[src/rtl/life_pkg.sv]
`timescale 1ns/1ps
// life_pkg: definitions shared by the Game-of-Life run controller.
//   - life_state_e : controller FSM state and its 2-bit encoding
//   - LIFE_PERIOD_W / LIFE_GEN_W : default widths of the period input and
//     the generation counter
//   - cell_idx()   : bit position of cell (row i, column j) in a board
//                    vector that is n columns wide
package life_pkg;

  localparam int LIFE_PERIOD_W = 32;
  localparam int LIFE_GEN_W    = 32;

  typedef enum logic [1:0] {
    LIFE_PAUSED   = 2'd0,
    LIFE_RUN_WAIT = 2'd1,
    LIFE_EVOLVE   = 2'd2,
    LIFE_STABLE   = 2'd3
  } life_state_e;

  // Boards are stored row-major with row i starting at bit i*n.
  function automatic int cell_idx(input int i, input int j, input int n);
    return i * n + j;
  endfunction

endpackage

[src/rtl/life_period_timer.sv]
`timescale 1ns/1ps
// life_period_timer: wait timer between generations in run mode.
//   clk, rst : clock and synchronous active-high reset
//   clear    : restart the wait; timer goes to 0 and the period is captured
//   count    : advance the timer by one
//   period   : requested wait length in cycles; 0 behaves as 1
//   expire   : high while timer == max(period,1)-1 (the last wait cycle)
module life_period_timer
  import life_pkg::*;
#(
  parameter int P_PERIOD_W = LIFE_PERIOD_W
) (
  input  logic                  clk,
  input  logic                  rst,
  input  logic                  clear,
  input  logic                  count,
  input  logic [P_PERIOD_W-1:0] period,
  output logic                  expire
);

  localparam logic [P_PERIOD_W-1:0] ONE = 1;

  logic [P_PERIOD_W-1:0] timer_q;
  // Period is captured when the wait begins so that a change on the input
  // mid-wait does not shorten or stretch the wait already in progress.
  logic [P_PERIOD_W-1:0] period_q;

  always_ff @(posedge clk) begin
    if (rst) begin
      timer_q  <= '0;
      period_q <= ONE;
    end else if (clear) begin
      timer_q  <= '0;
      period_q <= (period == '0) ? ONE : period;
    end else if (count) begin
      timer_q  <= timer_q + ONE;
    end
  end

  assign expire = (timer_q == (period_q - ONE));

endmodule

[src/rtl/life_run_controller.sv]
`timescale 1ns/1ps
// life_run_controller: owns the current Game-of-Life board and sequences the
// evolution unit, one generation at a time, either by single step or
// free-running with a programmable wait between generations.
//
// Ports:
//   clk, rst             clock, synchronous active-high reset
//   cmd_run/pause/step   one-cycle command pulses from the command decoder
//   load_valid/ready     board load handshake, load_data is the pattern
//   period               run-mode wait in cycles (0 treated as 1)
//   evo_prev, evo_start  board and one-cycle start pulse to evolution unit
//   evo_next, evo_done   result and its one-cycle valid pulse
//   board, gen_count     current generation and count since last load
//   state, stable        FSM state (debug visibility) and still-life flag
//
// Handshake: a load transfers on a cycle where load_valid && load_ready are
// both high; load_ready depends only on state (PAUSED or STABLE), never on
// load_valid, and the requester holds load_data stable while load_valid is
// high. evo_done is only honoured in EVOLVE; elsewhere it is dropped.
module life_run_controller
  import life_pkg::*;
#(
  parameter int P_PARAM_N  = 5,
  parameter int P_PARAM_M  = 5,
  parameter int P_PERIOD_W = LIFE_PERIOD_W,
  parameter int P_GEN_W    = LIFE_GEN_W
) (
  input  logic                           clk,
  input  logic                           rst,
  input  logic                           cmd_run,
  input  logic                           cmd_pause,
  input  logic                           cmd_step,
  input  logic                           load_valid,
  input  logic [P_PARAM_N*P_PARAM_M-1:0] load_data,
  output logic                           load_ready,
  input  logic [P_PERIOD_W-1:0]          period,
  output logic [P_PARAM_N*P_PARAM_M-1:0] evo_prev,
  output logic                           evo_start,
  input  logic [P_PARAM_N*P_PARAM_M-1:0] evo_next,
  input  logic                           evo_done,
  output logic [P_PARAM_N*P_PARAM_M-1:0] board,
  output logic [P_GEN_W-1:0]             gen_count,
  output logic [1:0]                     state,
  output logic                           stable
);

  localparam int W = P_PARAM_N * P_PARAM_M;

  localparam logic [1:0] S_PAUSED   = LIFE_PAUSED;
  localparam logic [1:0] S_RUN_WAIT = LIFE_RUN_WAIT;
  localparam logic [1:0] S_EVOLVE   = LIFE_EVOLVE;
  localparam logic [1:0] S_STABLE   = LIFE_STABLE;

  localparam logic [P_GEN_W-1:0] GEN_ONE = 1;

  logic [1:0]         state_q;
  logic [W-1:0]       board_q;
  logic [P_GEN_W-1:0] gen_q;
  logic               stable_q;
  logic               evo_start_q;
  logic               single_q;      // current generation came from cmd_step
  logic               pause_pend_q;  // cmd_pause seen while evolving

  logic do_load;
  logic do_step;
  logic do_run;
  logic commit;
  logic still;
  logic stop_after;
  logic timer_clear;
  logic timer_count;
  logic timer_expire;

  assign load_ready = (state_q == S_PAUSED) || (state_q == S_STABLE);

  always_comb begin
    do_load     = load_valid && load_ready;
    // PAUSED priority: load, then step, then run.
    do_step     = (state_q == S_PAUSED) && !do_load && cmd_step;
    do_run      = (state_q == S_PAUSED) && !do_load && !cmd_step && cmd_run;
    commit      = (state_q == S_EVOLVE) && evo_done;
    still       = (evo_next == board_q);
    // A pause arriving on the same cycle as the result still lets the
    // result commit, then stops.
    stop_after  = single_q || pause_pend_q || cmd_pause;
    timer_clear = do_run || (commit && !still && !stop_after);
    timer_count = (state_q == S_RUN_WAIT);
  end

  life_period_timer #(
    .P_PERIOD_W (P_PERIOD_W)
  ) u_timer (
    .clk    (clk),
    .rst    (rst),
    .clear  (timer_clear),
    .count  (timer_count),
    .period (period),
    .expire (timer_expire)
  );

  always_ff @(posedge clk) begin
    if (rst) begin
      state_q      <= S_PAUSED;
      board_q      <= '0;
      gen_q        <= '0;
      stable_q     <= 1'b0;
      evo_start_q  <= 1'b0;
      single_q     <= 1'b0;
      pause_pend_q <= 1'b0;
    end else begin
      // evo_start is a pulse raised only on entry to EVOLVE.
      evo_start_q <= 1'b0;
      case (state_q)
        S_PAUSED: begin
          if (do_load) begin
            board_q  <= load_data;
            gen_q    <= '0;
            stable_q <= 1'b0;
          end else if (do_step) begin
            single_q    <= 1'b1;
            evo_start_q <= 1'b1;
            state_q     <= S_EVOLVE;
          end else if (do_run) begin
            single_q <= 1'b0;
            state_q  <= S_RUN_WAIT;
          end
        end
        S_RUN_WAIT: begin
          if (cmd_pause) begin
            state_q <= S_PAUSED;
          end else if (timer_expire) begin
            evo_start_q <= 1'b1;
            state_q     <= S_EVOLVE;
          end
        end
        S_EVOLVE: begin
          if (cmd_pause) begin
            pause_pend_q <= 1'b1;
          end
          if (commit) begin
            board_q      <= evo_next;
            if (gen_q != '1) begin
              gen_q <= gen_q + GEN_ONE;
            end
            single_q     <= 1'b0;
            pause_pend_q <= 1'b0;
            if (still) begin
              stable_q <= 1'b1;
              state_q  <= S_STABLE;
            end else if (stop_after) begin
              state_q  <= S_PAUSED;
            end else begin
              state_q  <= S_RUN_WAIT;
            end
          end
        end
        S_STABLE: begin
          if (do_load) begin
            board_q  <= load_data;
            gen_q    <= '0;
            stable_q <= 1'b0;
            state_q  <= S_PAUSED;
          end
        end
        default: state_q <= S_PAUSED;
      endcase
    end
  end

  assign evo_prev  = board_q;
  assign evo_start = evo_start_q;
  assign board     = board_q;
  assign gen_count = gen_q;
  assign state     = state_q;
  assign stable    = stable_q;

endmodule

[config.mk]
export PLATFORM = sky130hd
export DESIGN_NAME = life_run_controller
export DESIGN_NICKNAME = d
export VERILOG_FILES = /design/src/rtl/life_pkg.sv /design/src/rtl/life_period_timer.sv /design/src/rtl/life_run_controller.sv
export SDC_FILE = /design/constraint.sdc
export NUM_CORES = 1
export LEC_CHECK = 0
export CAP_MARGIN = 40
export CORE_MARGIN = 3
export CORE_UTILIZATION = 45
export CTS_CLUSTER_SIZE = 30
export DETAILED_ROUTE_END_ITERATION = 8
export GPL_TIMING_DRIVEN = 0
export PLACE_DENSITY = 0.79
export SYNTH_ARGS = -nofsm -noshare
export SYNTH_HDL_FRONTEND = slang
export SYNTH_SLANG_ARGS = --single-unit
export TNS_END_PERCENT = 1
[constraint.sdc]
create_clock -name clk -period 3.1 [get_ports clk]
set_clock_uncertainty 0.15 [all_clocks]
set_input_delay 0.31 -clock clk [delete_from_list [all_inputs] [get_ports clk]]
set_output_delay 0.31 -clock clk [all_outputs]
set_load 0.05 [all_outputs]
# Word-level counts from Yosys, hierarchy flattened
# Cells that the tools add are included.
# W data, S select, Z words.
# classes
reduce_logical	29
mux	34
addsub	3
eq_ne	14
# ops
op	count
$mux W32	4
$add A32 B1 Y32 const B	2
$pmux W32 S2	1
$mux W25	2
$pmux W25 S2	1
$eq A32 B32 Y1	1
$logic_not A32 Y1	1
$ne A32 B32 Y1 const B	1
$sub A32 B1 Y32 const B	1
$eq A25 B25 Y1	1
$mux W2	8
$mux W1	14
$reduce_and A4 Y1	3
$logic_and A1 B1 Y1	8
$ne A2 B2 Y1 const B	4
$pmux W2 S4	1
$pmux W1 S2	3
$reduce_bool A2 Y1	3
$reduce_and A5 Y1	1
$eq A2 B2 Y1 const B	2
$logic_not A1 Y1	4
$logic_or A1 B1 Y1	4
$ne A2 B1 Y1 const B	2
$reduce_or A2 Y1	2
6 further kinds	6
# word_totals
output_inout_bits	87
inputBits	89
elab_cells	89
register_bits	127

# Logic depth before layout (Yosys ltp)
# Gate-level depths: netlist of the first run.
# logic_depth
ltp_word	11
depth_mapped	12

# Modules after synthesis
# A second synthesis of the first run with hierarchy kept.
# hier_totals
cells_unflattened	886
area_unflattened_um2	7432.1
# by_module_without_submodules
module	cells_per_inst	area_each_um2	seq_area_each_um2	n_inst
life_period_timer	457	3747.3	1281.2	1
life_run_controller	429	3684.8	1261.2	1

# Worst setup path before layout of the first run
# No wires, ideal clock.
# synth_path
path_type	reg2reg
from	reg state_q[0] (netlist: state[0])
to	reg gen_q[27] (netlist: gen_count[27])
path_stages_with_launch	13
arrival_ps	2710
synth_period_minus_slack_ps	2977
path_buffers	2
setup_time_ps	117
setup_slack_ps	123
cell_sequence	dfxtp_1 inv_1 ha_1 clkbuf_1 inv_1 nor2_1 nor2_2 o31ai_4 or3_4 buf_6 nor3_1 xnor2_1 nor2_1
# synth_between
elab_chain_len	5
word_cells_on_any_way	13
# synth_rtl
item	line	source
from (decl)	life_run_controller.sv:56	logic [1:0] state_q;
from (signal assigned)	life_run_controller.sv:103	state_q <= S_PAUSED;
from (signal assigned)	life_run_controller.sv:122	state_q <= S_EVOLVE;
from (signal assigned)	life_run_controller.sv:125	state_q <= S_RUN_WAIT;
$eq A2 B2 Y1 or $logic_not A2 Y1 (tied branches)	life_run_controller.sv:74, life_run_controller.sv:113	
$logic_or A1 B1 Y1	life_run_controller.sv:74	assign load_ready = (state_q == S_PAUSED) || (state_q == S_STABLE);
$logic_and A1 B1 Y1	life_run_controller.sv:77	do_load = load_valid && load_ready;
$ne A2 B1 Y1 (no line)	--	
$reduce_and A4 Y1 (no line)	--	
to (signal assigned)	life_run_controller.sv:143	gen_q <= gen_q + GEN_ONE;
to (decl)	life_run_controller.sv:58	logic [P_GEN_W-1:0] gen_q;
# Several ways; a longest one is shown, not always the timed one.
# A chain may end at the register's enable or synchronous reset.

# Worst setup path in the final report of the first run
# layout_path
from	reg u_timer.period_q[0]
to	reg state_q[0] (netlist: state[0])
# layout_between
elab_chain_len	4
# layout_rtl
item	line	source
from (decl)	life_period_timer.sv:26	logic [P_PERIOD_W-1:0] period_q;
from (signal assigned)	life_period_timer.sv:34	period_q <= (period == '0) ? ONE : period;
$sub A32 B1 Y32	life_period_timer.sv:40	assign expire = (timer_q == (period_q - ONE));
$eq A32 B32 Y1	life_period_timer.sv:40	
$ne A3 B2 Y1 (no line)	--	
$reduce_and A5 Y1 (no line)	--	
# Every way passes these cells.

==> metrics.txt, run 1 <==
arrival time at the worst endpoint=3.20 ns; Site Rows=45; type of origin of the critical path=flop; # diodes=0; vertical extent of the die=132 um; clock tree buffer depth=2; launch instance of the worst min-delay path=rst; Final nets=1117; most used standard cell by instance count after synthesis=sky130_fd_sc_hd__nor2_1; EDFF count, synth=0; final cell count without fillers=1245; cell depth of the worst flop-to-flop path=10; number of antenna violations at the first check in global routing=0; I/O pin count=176; sum of overflow across all layers after global routing=0; ratio of total power to cell area=874 nW/um^2; register area share after synthesis=35.8%; synthesized netlist net count=924; crit path time final=3.01 ns; pre-CTS setup slack=-0.402 ns; vias after detailed routing=6641; largest fanout on the critical path=6; global-route usage over all layers=23.7%; critical path start-end classification=flop to flop; Req. time, crit path=3.28 ns; total DRC errors in the routed layout=0; total negative slack=0 ns; area taken by multi-input logic gates=4170 sq um; outcome=finished, final reports clean; Unique masters post-synth=61; Hold Slack=0.327 ns; area of the mapped netlist=7100 sq um; FFs w/ async S/R, synth=0%; fraction of synthesized cell area taken by the top area cell type=35.8%; count of hold-fix buffers inserted at cts=0; die area=17300 sq um; CTS sink cnt=127; layout cells sized above 1=8.90%; clock-pin slew on the worst setup and hold paths=0.06 ns; number of global-route vias before repair=6607; max-slew violation total from the final report=0; core area=15300 sq um; Reg-to-Reg End=state[0]$_SDFFE_PP0P_; Final Hold Violating Endpoints=0; highest clock frequency the design can meet=332 MHz; starting utilization of the core area=46.3%; first-pass GRT wire length=33700 um; worst ir drop on vdd=0.505 mV; Cells after DPL=1214; gp weighted congestion=0.911; leakage dissipation=3.72 nW; TritonCTS Buffers=17; post-CTS setup repair buffer count=0; clock tree root buffer cell=sky130_fd_sc_hd__clkbuf_16; maximum number of pins on one net before global-route repair=17; detailed placement HPWL=15700 um; Warnings, synthesis=0; Layout fillers=1295; Area growth, synth to finish=37.4%; Worst Setup Slack, final=0.0887 ns; average cell area after synthesis=8.57 sq um; Worst R2R Start=u_timer.period_q[0]$_SDFFE_PP1P_; 1st-pass router iterations=6; reported max-cap violation count=0; total power draw=8.52 mW; floorplan die width=132 um; post-synthesis sequential element count=127; transition time of the tightest slew-check pin=0.794 ns; placed cell area=9110 sq um; Synth area leaders=sky130_fd_sc_hd__dfxtp_1 (36%), sky130_fd_sc_hd__mux2i_1 (8.6%), sky130_fd_sc_hd__xnor2_1 (8.0%); unrepaired setup endpoints after global routing=yes; relative max-transition margin=47.1%; Worst Hold Endpoint=board[11]$_SDFFE_PP0P_; final count of negative-setup-slack endpoints=0; clock insertion delay at the later pin of the skew report=0.42 ns; reg-to-reg setup timing slack=0.09 ns; flip-flop cell with the highest count after synthesis=sky130_fd_sc_hd__dfxtp_1; WL per Instance=16.5 um; I/O Buffers=174; Post-Synthesis Cells=828; initial drt markers=446; via density per instance=5.33; Final Instance Area=9750 sq um; cell accounting for the most synthesized area=sky130_fd_sc_hd__dfxtp_1; class of the worst hold path=primary input to flop; wirelength, routed=20600 um; register area=2540 sq um; hold-critical path depth=2; kind of end point of the critical path=flop; number of H-tree branching levels=4; CTS tree=done; Final Util=63.7%; final period utilization=97.1%; Post-DRT Antenna Nets=0; Synth top cells by count=sky130_fd_sc_hd__nor2_1 (146), sky130_fd_sc_hd__dfxtp_1 (127), sky130_fd_sc_hd__xnor2_1 (65), sky130_fd_sc_hd__mux2i_1 (61), sky130_fd_sc_hd__xor2_1 (57)
==> worst max-delay path, cell delays in order, from the launching register on <==
cell and delay [ns]:
sky130_fd_sc_hd__dfxtp_1 0.38, sky130_fd_sc_hd__inv_1 0.11, sky130_fd_sc_hd__ha_1 0.23, sky130_fd_sc_hd__nor3b_4 0.34
sky130_fd_sc_hd__nand3_1 0.22, sky130_fd_sc_hd__o21ai_0 0.32, sky130_fd_sc_hd__nand4_1 0.19, sky130_fd_sc_hd__nor4_2 0.34
sky130_fd_sc_hd__nand4b_1 0.24, sky130_fd_sc_hd__and2_1 0.21, sky130_fd_sc_hd__a211oi_2 0.20
==> worst max path at each step <==
stage	from	to	slack [ns]	depth (start not counted)
after floorplan	state[0]$_SDFFE_PP0P_	gen_count[27]$_SDFFE_PP0P_	0.12	12
after global placement	evo_next[24]	u_timer.period_q[2]$_SDFFE_PP0P_	-0.62	9
after detailed placement	evo_next[1]	u_timer.period_q[3]$_SDFFE_PP0P_	-0.40	10
after CTS	u_timer.period_q[0]$_SDFFE_PP1P_	state[0]$_SDFFE_PP0P_	0.03	10
after global routing	u_timer.period_q[0]$_SDFFE_PP1P_	state[0]$_SDFFE_PP0P_	-0.11	10
final	u_timer.period_q[0]$_SDFFE_PP1P_	state[0]$_SDFFE_PP0P_	0.09	10
==> power breakdown <==
group          switching [mW]  total [mW]  internal, mW
Combinational            2.59        4.25          1.66
Clock                   0.786        2.06          1.27
Sequential              0.332        2.21          1.88
Total                    3.71        8.52          4.81
==> per-layer routing <==
layer / GRT usage [%] / wire [um]
met5: 0 / 0
met4: 7.12 / 344
met3: 5.28 / 1080
met2: 39.3 / 9940
met1: 30.8 / 9210
==> flip-flops by register name, indices dropped and copies added (netlist names) <==
signal and cells:
gen_count 32, u_timer.period_q 32, u_timer.timer_q 32, board 25, state 2, evo_start 1, pause_pend_q 1, single_q 1
stable 1
==> final cells by class <==
| class | instances | share of cell area (%) |
|---|---|---|
| Buffer | 59 | 3.59 |
| Clock buffer | 17 | 4.36 |
| Clock inverter | 15 | 1.91 |
| Inverter | 18 | 0.693 |
| Multi-Input combinational cell | 623 | 42.7 |
| Sequential cell | 127 | 26.1 |
| Tap cell | 211 | 2.71 |
| Timing Repair Buffer | 175 | 17.9 |
==> layout by cell type (no fill, tap or decap), types with 8 or more instances in the layout <==
cell / count
sky130_fd_sc_hd__xnor2_1: 65
sky130_fd_sc_hd__nor2_1: 146
sky130_fd_sc_hd__clkdlybuf4s50_1: 173
sky130_fd_sc_hd__o21ai_0: 11
sky130_fd_sc_hd__inv_1: 18
sky130_fd_sc_hd__xor2_1: 57
sky130_fd_sc_hd__nand4_1: 31
sky130_fd_sc_hd__and4_1: 8
sky130_fd_sc_hd__dfxtp_1: 127
sky130_fd_sc_hd__nand2_1: 35
sky130_fd_sc_hd__nand3_1: 31
sky130_fd_sc_hd__clkbuf_1: 16
sky130_fd_sc_hd__a211oi_1: 29
sky130_fd_sc_hd__buf_4: 26
sky130_fd_sc_hd__mux2i_1: 61
sky130_fd_sc_hd__buf_2: 12
sky130_fd_sc_hd__or3_1: 10
sky130_fd_sc_hd__clkbuf_16: 17
sky130_fd_sc_hd__a21oi_1: 16
sky130_fd_sc_hd__nor4_1: 14
sky130_fd_sc_hd__nor3_1: 28
==> cell families after synthesis <==
group           share of synthesized area (%)
compound gates                           8.30
xor+xnor                                 15.1
fa+ha+maj                                1.23
buf+inv                                  5.87
flops                                    35.8
mux                                      8.60
simple gates                             25.1
==> timing repair <==
item	in CTS	in global routing
pin swaps	0	1
hold endpoints to repair	0	0
setup endpoints to repair	12	14
resized for setup	6	3
(Power assumes the default switching activity.)
==> inputs of run 2 (changes only) <==
--- a/config.mk
+++ b/config.mk
@@ -6,6 +6,7 @@
 export NUM_CORES = 1
 export LEC_CHECK = 0
 export CAP_MARGIN = 40
+export CORE_ASPECT_RATIO = 1.2
 export CORE_MARGIN = 3
 export CORE_UTILIZATION = 45
 export CTS_CLUSTER_SIZE = 30
==> run 2 against run 1 <==
Routed wire length down 0.56%; first-iteration DRC count down 32%; final area down 0.15%; power down 0.75%; utilization up 0.36 points; register-to-register slack better by 0.02 ns; via count down 0.87%.
==> metrics.txt, run 2 (same netlist as run 1, synthesis figures left out) <==
core area=15200 sq um (-0.72%); crit path time final=2.99 ns (-0.0185 ns); # diodes=0 (unchanged); detailed placement HPWL=15600 um (-0.49%); via density per instance=5.32 (-0.23%); cell depth of the worst flop-to-flop path=10 (unchanged); number of antenna violations at the first check in global routing=0 (unchanged); clock insertion delay at the later pin of the skew report=0.42 ns (about the same); die area=17300 sq um (about the same); outcome=finished, final reports clean; Layout fillers=1337 (+3.2%); first-pass GRT wire length=32100 um (-4.9%); CTS sink cnt=127 (unchanged); relative max-transition margin=47.3% (+0.23 points); arrival time at the worst endpoint=3.18 ns (-0.02 ns); I/O Buffers=174 (unchanged); Area growth, synth to finish=37.2%; transition time of the tightest slew-check pin=0.790 ns (-0.00349 ns); vias after detailed routing=6583 (-0.87%); final period utilization=96.5% (-0.60 points); Site Rows=49 (+8.9%); Cells after DPL=1206 (-0.66%); cell class contributing the biggest share of worst-path delay=simple AND/OR/NAND/NOR gates; wirelength, routed=20500 um (-0.56%); total DRC errors in the routed layout=0 (unchanged); Final Hold Violating Endpoints=0 (unchanged); gp weighted congestion=0.862 (-5.4%); starting utilization of the core area=46.7% (+0.34 points); kind of end point of the critical path=flop; final count of negative-setup-slack endpoints=0 (unchanged); ordered cell list for the critical path=inv_1, ha_2, nor3b_4, nand4_1, xnor2_1, nand4_1, nor4_4, nand4b_1, and2_1, a211oi_2; I/O pin count=176 (unchanged); max-slew violation total from the final report=0 (unchanged); highest clock frequency the design can meet=334 MHz (+0.62%); layout cells sized above 1=8.81% (-0.088 points); 1st-pass router iterations=6 (unchanged); type of origin of the critical path=flop; most used cells in the layout excluding fill and tap cells=sky130_fd_sc_hd__clkdlybuf4s50_1 (173), sky130_fd_sc_hd__nor2_1 (146), sky130_fd_sc_hd__dfxtp_1 (127), sky130_fd_sc_hd__xnor2_1 (65), sky130_fd_sc_hd__mux2i_1 (61); worst setup path startpoint=u_timer.period_q[0]$_SDFFE_PP1P_; Worst R2R Start=u_timer.period_q[0]$_SDFFE_PP1P_; worst path buffer plus inverter count=1 (unchanged); reported max-cap violation count=0 (unchanged); sum of overflow across all layers after global routing=0 (unchanged); floorplan die width=121 um (-8.3%); global-route usage over all layers=23.1% (-0.55 points); total power draw=8.46 mW (-0.75%); Post-DRT Antenna Nets=0 (unchanged); dominant cell type by count on the critical path=sky130_fd_sc_hd__nand4_1; crit path max-delay cell type=sky130_fd_sc_hd__dfxtp_1; logic depth of the worst path, buffers included=10 (unchanged); commonest non-fill, non-tap cell in the layout=sky130_fd_sc_hd__clkdlybuf4s50_1; largest fanout on the critical path=6 (unchanged); class of the worst hold path=primary input to flop; number of H-tree branching levels=4 (unchanged); Final Util=64.0% (+0.36 points); count of hold-fix buffers inserted at cts=0 (unchanged); Reg-to-Reg End=state[0]$_SDFFE_PP0P_; clock tree root buffer cell=sky130_fd_sc_hd__clkbuf_16; leakage dissipation=3.74 nW (+0.38%); number of global-route vias before repair=6426 (-2.7%); Hold Slack=0.201 ns (-0.125 ns); Req. time, crit path=3.29 ns (about the same); Worst Setup EP=state[0]$_SDFFE_PP0P_; launch instance of the worst min-delay path=rst; ratio of total power to cell area=868 nW/um^2 (-0.60%); reg-to-reg setup timing slack=0.11 ns (+0.02 ns); vertical extent of the die=144 um (+9.1%); maximum number of pins on one net before global-route repair=17 (unchanged); WL per Instance=16.5 um (about the same); initial drt markers=303 (-32%); clock tree buffer depth=2 (unchanged); CP peak stage delay=0.38 ns (about the same); TritonCTS Buffers=17 (unchanged); worst ir drop on vdd=0.836 mV (+66%); critical path start-end classification=flop to flop; CTS tree=done; final cell count without fillers=1237 (-0.64%); clock-pin slew on the worst setup and hold paths=0.06 ns (about the same); Final nets=1118 (+0.090%)
run 2: cell types whose count changed in the layout (fill, tap and decap cells not counted), moves of 3 or more:
| cell | delta |
|---|---|
| sky130_fd_sc_hd__clkbuf_8 | +6 |
| sky130_fd_sc_hd__clkinv_2 | +3 |
| sky130_fd_sc_hd__clkinv_4 | -4 |
| sky130_fd_sc_hd__clkinvlp_4 | -4 |
| sky130_fd_sc_hd__inv_6 | -3 |
run 2: worst reg2reg max path, delay by kind of cell (launching register included):
| kind | cells | cell delay [ns] |
|---|---|---|
| simple gates | 6 | 1.60 |
| xor+xnor | 1 | 0.25 |
| compound gates | 1 | 0.19 |
| fa+ha+maj | 1 | 0.23 |
| flops | 1 | 0.38 |
| buf+inv | 1 | 0.13 |
run 2: per-layer routing:
layer | GRT usage, % | share of wire [%] | vias up
met5 | 0 | 0 | -
met4 | 8.53 | 2.4 | 0
met2 | 38.2 | 49 | 164
met1 | 28.4 | 42 | 3112
met3 | 7.36 | 6.2 | 36
li1 | - | - | 3271
run 2: what timing repair did:
action	CTS	global route
pin swaps	0	5
setup endpoints to repair	31	28
gates resized for setup	5	8
buffers inserted	0	1
run 2: how the worst min path moves through the flow:
stage	end	slack [ns]	cells after the start
global placement	stable$_SDFFE_PP0P_	0.33	2
global route	pause_pend_q$_SDFFE_PP0P_	0.28	2
detailed placement	gen_count[1]$_SDFFE_PP0P_	0.36	2
finish	board[10]$_SDFFE_PP0P_	0.20	2
CTS	board[10]$_SDFFE_PP0P_	0.21	2
floorplan	pause_pend_q$_SDFFE_PP0P_	0.26	1
run 2: layout make-up:
cell class              instances  area (sq um)  area share [%]
repair buffers                175          1750            17.9
clock inverters                 6          80.1           0.822
multi-input cells             623          4180            42.9
inverters                      18          67.6           0.694
clock buffers                  24           512            5.26
plain buffers                  60           353            3.62
flip-flops and latches        127          2540            26.1
well taps                     204           255            2.62
run 2: through the flow:
| step | cell area (sq um) | setup TNS [ns] | setup slack [ns] |
|---|---|---|---|
| final | 9740 | 0 | 0.107 |
| after CTS | 9700 | 0 | 0.0297 |
| after global placement | 9090 | -21.22 | -0.381 |
| after global routing | 9740 | -0.0372 | -0.0372 |
| after detailed placement | 9090 | -22.61 | -0.411 |
| after floorplan | 7100 | 0 | 0.123 |
run 2: power breakdown:
group | internal, mW | switching, mW | total [mW]
sequential | 1.88 | 0.341 | 2.22
clock | 1.30 | 0.694 | 1.99
combinational | 1.67 | 2.58 | 4.25
==> inputs of run 3 (changes only) <==
--- a/config.mk
+++ b/config.mk
@@ -5,7 +5,7 @@
 export SDC_FILE = /design/constraint.sdc
 export NUM_CORES = 1
 export LEC_CHECK = 0
-export CAP_MARGIN = 40
+export CAP_MARGIN = 15
 export CORE_ASPECT_RATIO = 1.2
 export CORE_MARGIN = 3
 export CORE_UTILIZATION = 45
==> results of run 3 <==
Final layout, timing and power as in run 2 (identical DEF).
